==> config.mk <==
export PLATFORM = sky130hd
export DESIGN_NAME = skinny_round_ctrl_flat
export DESIGN_NICKNAME = d
export VERILOG_FILES = /design/src/rtl/skinny_round_ctrl_if.sv /design/src/rtl/skinny_round_ctrl.sv /design/src/flat_wrapper.sv
export SDC_FILE = /design/constraint.sdc
export NUM_CORES = 1
export LEC_CHECK = 0
export ABC_AREA = 1
export BUFFER_PORTS_ARGS = -buffer_cell sky130_fd_sc_hd__buf_2
export CAP_MARGIN = 40
export CORE_UTILIZATION = 30
export CTS_BUF_LIST = sky130_fd_sc_hd__clkbuf_8
export DETAILED_ROUTE_END_ITERATION = 12
export PLACE_DENSITY_LB_ADDON = 0.08
export SYNTH_ARGS = -nofsm -noshare
export SYNTH_HDL_FRONTEND = slang
export SYNTH_SLANG_ARGS = --single-unit
export TNS_END_PERCENT = 5
==> constraint.sdc <==
create_clock -name clk -period 1.2 [get_ports clk]
set_input_delay 0.06 -clock clk [delete_from_list [all_inputs] [get_ports clk]]
set_output_delay 0.06 -clock clk [all_outputs]
set_load 0.02 [all_outputs]
==> src/rtl/skinny_round_ctrl_if.sv <==
`default_nettype none
// ============================================================================
// Module   : skinny_round_ctrl_if
// Purpose  : Handshake and control bundle between the SKINNY round sequencer
//            and its surroundings (block source, round datapath, constant LUT,
//            result sink).
// Signals  : start      - request to process one block
//            ready      - sequencer idle, able to accept start
//            load       - core latches plaintext/tweakey on this edge
//            round_en   - core advances by RNDS_PER_CLK rounds on this edge
//            cnt[5:0]   - round-group index into the constant LUT
//            last       - final round group of the block
//            out_valid  - core state holds the finished ciphertext
//            out_ready  - downstream accepts the result
// Modports : master - block source / result sink side
//            slave  - sequencer side
// Revision : 1.0 - initial release
// ============================================================================
interface skinny_round_ctrl_if;
    logic       start;
    logic       ready;
    logic       load;
    logic       round_en;
    logic [5:0] cnt;
    logic       last;
    logic       out_valid;
    logic       out_ready;

    modport master (
        output start,
        output out_ready,
        input  ready,
        input  load,
        input  round_en,
        input  cnt,
        input  last,
        input  out_valid
    );

    modport slave (
        input  start,
        input  out_ready,
        output ready,
        output load,
        output round_en,
        output cnt,
        output last,
        output out_valid
    );
endinterface
`default_nettype wire

==> src/rtl/skinny_round_ctrl.sv <==
`default_nettype none
// ============================================================================
// Module   : skinny_round_ctrl
// Purpose  : Round sequencer for the unrolled SKINNY-128-384+ datapath
//            (40 rounds per block). Accepts a block, steps the round-group
//            counter that addresses the round-constant LUT, then holds the
//            finished block until downstream takes it.
// Params   : RNDS_PER_CLK - rounds executed per clock (divisor of 40)
// Ports    : clk  - clock, rising edge
//            rst  - synchronous reset, active-high
//            bus  - skinny_round_ctrl_if.slave (start/ready/load, round_en,
//                   cnt, last, out_valid/out_ready)
// Revision : 1.0 - initial release
// ============================================================================
module skinny_round_ctrl #(
    parameter int RNDS_PER_CLK = 4
) (
    input  wire logic          clk,
    input  wire logic          rst,
    skinny_round_ctrl_if.slave bus
);

    localparam int TOTAL_RNDS = 40;

    localparam bit RNDS_LEGAL = (RNDS_PER_CLK == 1)  || (RNDS_PER_CLK == 2)  ||
                                (RNDS_PER_CLK == 4)  || (RNDS_PER_CLK == 5)  ||
                                (RNDS_PER_CLK == 8)  || (RNDS_PER_CLK == 10) ||
                                (RNDS_PER_CLK == 20) || (RNDS_PER_CLK == 40);

    // Guarded so an illegal value reports the elaboration error below instead
    // of a divide-by-zero.
    localparam int         CNT_MAX_INT = RNDS_LEGAL ? (TOTAL_RNDS / RNDS_PER_CLK - 1) : 0;
    localparam logic [5:0] CNT_MAX     = 6'(CNT_MAX_INT);

    generate
        if (!RNDS_LEGAL) begin : g_bad_rnds_per_clk
            $error("skinny_round_ctrl: RNDS_PER_CLK must divide 40 (1,2,4,5,8,10,20,40)");
        end
    endgenerate

    typedef enum logic [1:0] {
        IDLE = 2'd0,
        RUN  = 2'd1,
        DONE = 2'd2
    } state_t;

    state_t     state;
    logic [5:0] round_cnt;

    always_ff @(posedge clk) begin
        if (rst) begin
            state     <= IDLE;
            round_cnt <= 6'd0;
        end else begin
            case (state)
                IDLE: begin
                    if (bus.start) begin
                        state     <= RUN;
                        round_cnt <= 6'd0;
                    end
                end
                RUN: begin
                    // The counter stops at CNT_MAX so the LUT index stays
                    // stable while the result waits in DONE.
                    if (round_cnt == CNT_MAX) begin
                        state <= DONE;
                    end else begin
                        round_cnt <= round_cnt + 6'd1;
                    end
                end
                DONE: begin
                    if (bus.out_ready) begin
                        state     <= IDLE;
                        round_cnt <= 6'd0;
                    end
                end
                default: begin
                    // Unused encoding: fall back to a clean idle state.
                    state     <= IDLE;
                    round_cnt <= 6'd0;
                end
            endcase
        end
    end

    // Outputs decode purely from registers, except load which must see start
    // in the same cycle so the core captures the block on the accepting edge.
    assign bus.ready     = (state == IDLE);
    assign bus.load      = bus.start & (state == IDLE);
    assign bus.round_en  = (state == RUN);
    assign bus.cnt       = round_cnt;
    assign bus.last      = (state == RUN) && (round_cnt == CNT_MAX);
    assign bus.out_valid = (state == DONE);

endmodule
`default_nettype wire
==> src/flat_wrapper.sv <==
// flat-port wrapper written by rule: the top's interface ports become plain ports
module skinny_round_ctrl_flat 
#(
    parameter int RNDS_PER_CLK = 4
)
  (clk, rst, bus_start, bus_out_ready, bus_ready, bus_load, bus_round_en, bus_cnt, bus_last, bus_out_valid);
  skinny_round_ctrl_if bus_i ();
  input  wire logic clk;
  input  wire logic rst;
  input wire logic [$bits(bus_i.start)-1:0] bus_start;
  input wire logic [$bits(bus_i.out_ready)-1:0] bus_out_ready;
  output wire logic [$bits(bus_i.ready)-1:0] bus_ready;
  output wire logic [$bits(bus_i.load)-1:0] bus_load;
  output wire logic [$bits(bus_i.round_en)-1:0] bus_round_en;
  output wire logic [$bits(bus_i.cnt)-1:0] bus_cnt;
  output wire logic [$bits(bus_i.last)-1:0] bus_last;
  output wire logic [$bits(bus_i.out_valid)-1:0] bus_out_valid;
  assign bus_i.start = bus_start;
  assign bus_i.out_ready = bus_out_ready;
  assign bus_ready = bus_i.ready;
  assign bus_load = bus_i.load;
  assign bus_round_en = bus_i.round_en;
  assign bus_cnt = bus_i.cnt;
  assign bus_last = bus_i.last;
  assign bus_out_valid = bus_i.out_valid;
  skinny_round_ctrl #(.RNDS_PER_CLK(RNDS_PER_CLK)) u_core (.clk(clk), .rst(rst), .bus(bus_i));
endmodule
==> flow_summary_export.csv <==
group,metric,value,unit
final_layout,regArea,165,sq um
power,clockPowerShare,42.9,%
power,p_per_area,939,nW/um^2
global_route,antenna_found_initial,0,
routing,wl,1.21,mm
synthesis,ys_seq_area_share,32.6,%
floorplanning,die_w,42.5,um
final_layout,diodes,0,
synthesis,synth-main-ff-cell,"dfxtp_1",
power,ir_drop,643,uV
global_route,grt_pass1_vias,486,
setup_path,worstPathArrival,1160,ps
final_layout,fin_util,52.6,%
power,p_int,0.559,mW
clock_tree,clk_pin_slew_worst_paths,40,ps
sta,max_freq,821,MHz
global_route,grt_start_max_net_pins,8,
setup_path,cp-start-kind,"flip-flop",
routing,remaining_drc_errors,0,
clock_tree,clock_path_buffers,2,
outcome,violations,"negative setup slack",
sta,finClkSkew,3.93,ps
sta,final-setup-viol-count,2,
floorplanning,die-area,1800,sq um
routing,ant_nets,0,
setup_path,cp_slowest_stage_delay,320,ps
synthesis,synth_warnings,0,
global_route,grtUsageTotal,15.0,%
flow_run,drv_cap,0,
synthesis,syn-instance-count,77,
hold_path,hp-class,"primary input to flip-flop",
floorplanning,pin_count,15,
power,leakage,0.402,nW
routing,first_pass_iters,3,
placed_design,placed_area,614,sq um
placed_design,port_buffers,14,
floorplanning,chipHeight,42.5,um
power,seqPwrFrac,37.8,%
final_layout,fill_cells,149,
floorplanning,core_area,1520,sq um
placed_design,hpwl,833,um
synthesis,synth_common_cells,"nand2_1 (17), inv_1 (16), nand3_1 (9)",
synthesis,synthTopCellsByArea,"dfxtp_1 (33%), nand2_1 (13%), inv_1 (12%), nand3_1 (9.2%), a21oi_1 (5.1%)",
sta,report.final.hold_viol_count,0,
synthesis,netlist_area,492,sq um
final_layout,design_area,802,sq um
power,power,0.753,mW
routing,wl_per_cell,9.94,um
power,switching_share,25.8,%
sta,setup_slack,-17.3,ps
synthesis,async_reset_ff_share,0,%
sta,finalMaxSlewViolations,0,
synthesis,avgSynthCellArea,6.39,sq um
sta,min_period,1220,ps
hold_path,hold_path_depth,2,
routing,vias_per_cell,4.43,
routing,num_vias,541,
synthesis,ys_seq_elements,8,
final_layout,area_growth,63.1,%
power,p_switching,0.194,mW
placed_design,gp_congestion,0.699,
setup_path,critical_path_class,"flip-flop to primary output",
setup_path,cpMostUsedCell,"inv_2",
clock_tree,cts_buffers,3,
sta,slew_headroom,86.3,%
final_layout,multi_input_area,318,sq um
setup_path,timing.critical_path.to_type,"primary output",
final_layout,nets,114,
final_layout,layout-drive-gt1-share,47.2,%
routing,drt_iter0_markers,10,
clock_tree,root_buffer,"clkbuf_8",
clock_tree,cts_sinks,8,
synthesis,synth_fp_nets,83,
setup_path,crit_chain,"inv_2 > ha_4 > nand3_4 > nor2_4 > nand2_4 > inv_2 > buf_6",
sta,rsz0062_at_grt,"yes",
synthesis,synth_edf_count,0,
setup_path,crit_required,1140,ps
synthesis,yosysMostFrequentCell,"nand2_1",
clock_tree,cts_tree,"built",
setup_path,crit_slowest_cell,"dfxtp_2",
floorplanning,placementRows,14,
sta,fin_crit_sh,101,%
setup_path,r2r_cells,9,
global_route,grt_pass1_wl,1.98,mm
sta,hold_ws,82.2,ps
setup_path,critPathMaxFanout,3,
sta,fin_tns_setup,-33.3,ps
floorplanning,start_util,32.3,%
global_route,grt_overflow,0,
power,pwr-share-comb,19.3,%
synthesis,synth_top_area_cell,"dfxtp_1",
synthesis,synth_cell_type_count,14,
synthesis,synth_top_area_share,32.6,%
sta,worst_slew_pin_slew,204,ps
outcome,status,"finished, violations left",
clock_tree,clock_latency,230,ps
clock_tree,htree_levels,1,
## cell families (layout without fill, tap and decap cells)
logic type                 Yosys count  after routing  synth area share [%]
buffers and inverters               19             48                  14.5
DFF                                  8              8                  32.6
and+or+nand+nor                     39             39                  38.7
adders and majority gates            2              2                  5.09
AOI/OAI and AO/OA                    9              9                  9.16
## routing by layer
metal  up-vias  wire length, um  global-route usage, %
li1        297                -                      -
met1       231              605                   18.5
met2         9              543                   22.8
met3         4               38                   2.59
met4         0               25                   11.3
met5         -                0                      0
## worst paths after layout
kind,end,slack (ps),startpoint
worst max-delay path,bus_last,-20,u_core.bus.cnt[1]
worst min-delay path,u_core.bus.cnt[4],80,rst
worst max register to register,u_core.bus.cnt[2],-20,u_core.bus.cnt[1]
worst min register to register,u_core.bus.cnt[5],490,u_core.bus.cnt[5]
## worst max-delay path, delay by kind of cell (launching register included)
family / cells / cell delay (ps)
simple gates: 3 / 260
buf+inv: 3 / 220
fa+ha+maj: 1 / 130
flops: 1 / 320
## cell type report
| type | count | share of cell area [%] |
|---|---|---|
| clock buffers | 3 | 5.15 |
| inverters | 19 | 8.89 |
| well taps | 16 | 2.50 |
| repair buffers | 26 | 23.2 |
| flip-flops and latches | 8 | 20.6 |
| multi-input cells | 50 | 39.6 |
## flip-flops by register name, summed over array words and instances (netlist names)
name / count
u_core.bus.cnt: 6
u_core.state: 2
## power groups by stage
stage	logic, mW	clock network [mW]	registers [mW]
3_3_place_gp	0.105	0	0.288
4_1_cts	0.125	0.323	0.283
3_5_place_dp	0.104	0	0.289
2_1_floorplan	0.0615	0	0.293
6_report	0.145	0.323	0.284
5_1_grt	0.159	0.350	0.285
## per-stage QoR
stage	instances	worst slack [ps]
after floorplan	77	27.7
after global placement	111	5.36
after detailed placement	111	-8.70
after CTS	118	-41.1
after global routing	122	-85.0
final	122	-17.3
## layout by cell type (no fill, tap or decap)
cell	netlist	final
a21oi_1	5	4
a21oi_2	0	1
buf_12	0	1
buf_2	0	13
buf_4	0	9
buf_6	0	3
clkbuf_8	0	3
dfxtp_1	8	4
dfxtp_2	0	4
ha_4	0	2
inv_1	16	13
inv_2	3	6
nand2_1	17	16
nand2_2	0	1
nand2_4	2	1
nand2_8	0	1
nand3_1	9	8
nand3_4	0	1
nand4_1	1	1
nor2_1	6	6
nor2_2	2	1
nor2_4	1	2
o21ai_0	4	2
o21ai_1	0	2
or2_2	1	1
## timing repair
| action | in CTS | in global routing |
|---|---|---|
| setup buffers | 4 | 4 |
| hold buffers | 0 | 0 |
| gates resized for setup | 14 | 7 |
| pin swaps | 4 | 8 |
| endpoints found under the setup margin | 5 | 8 |
Power figures use the tool's default switching activity.
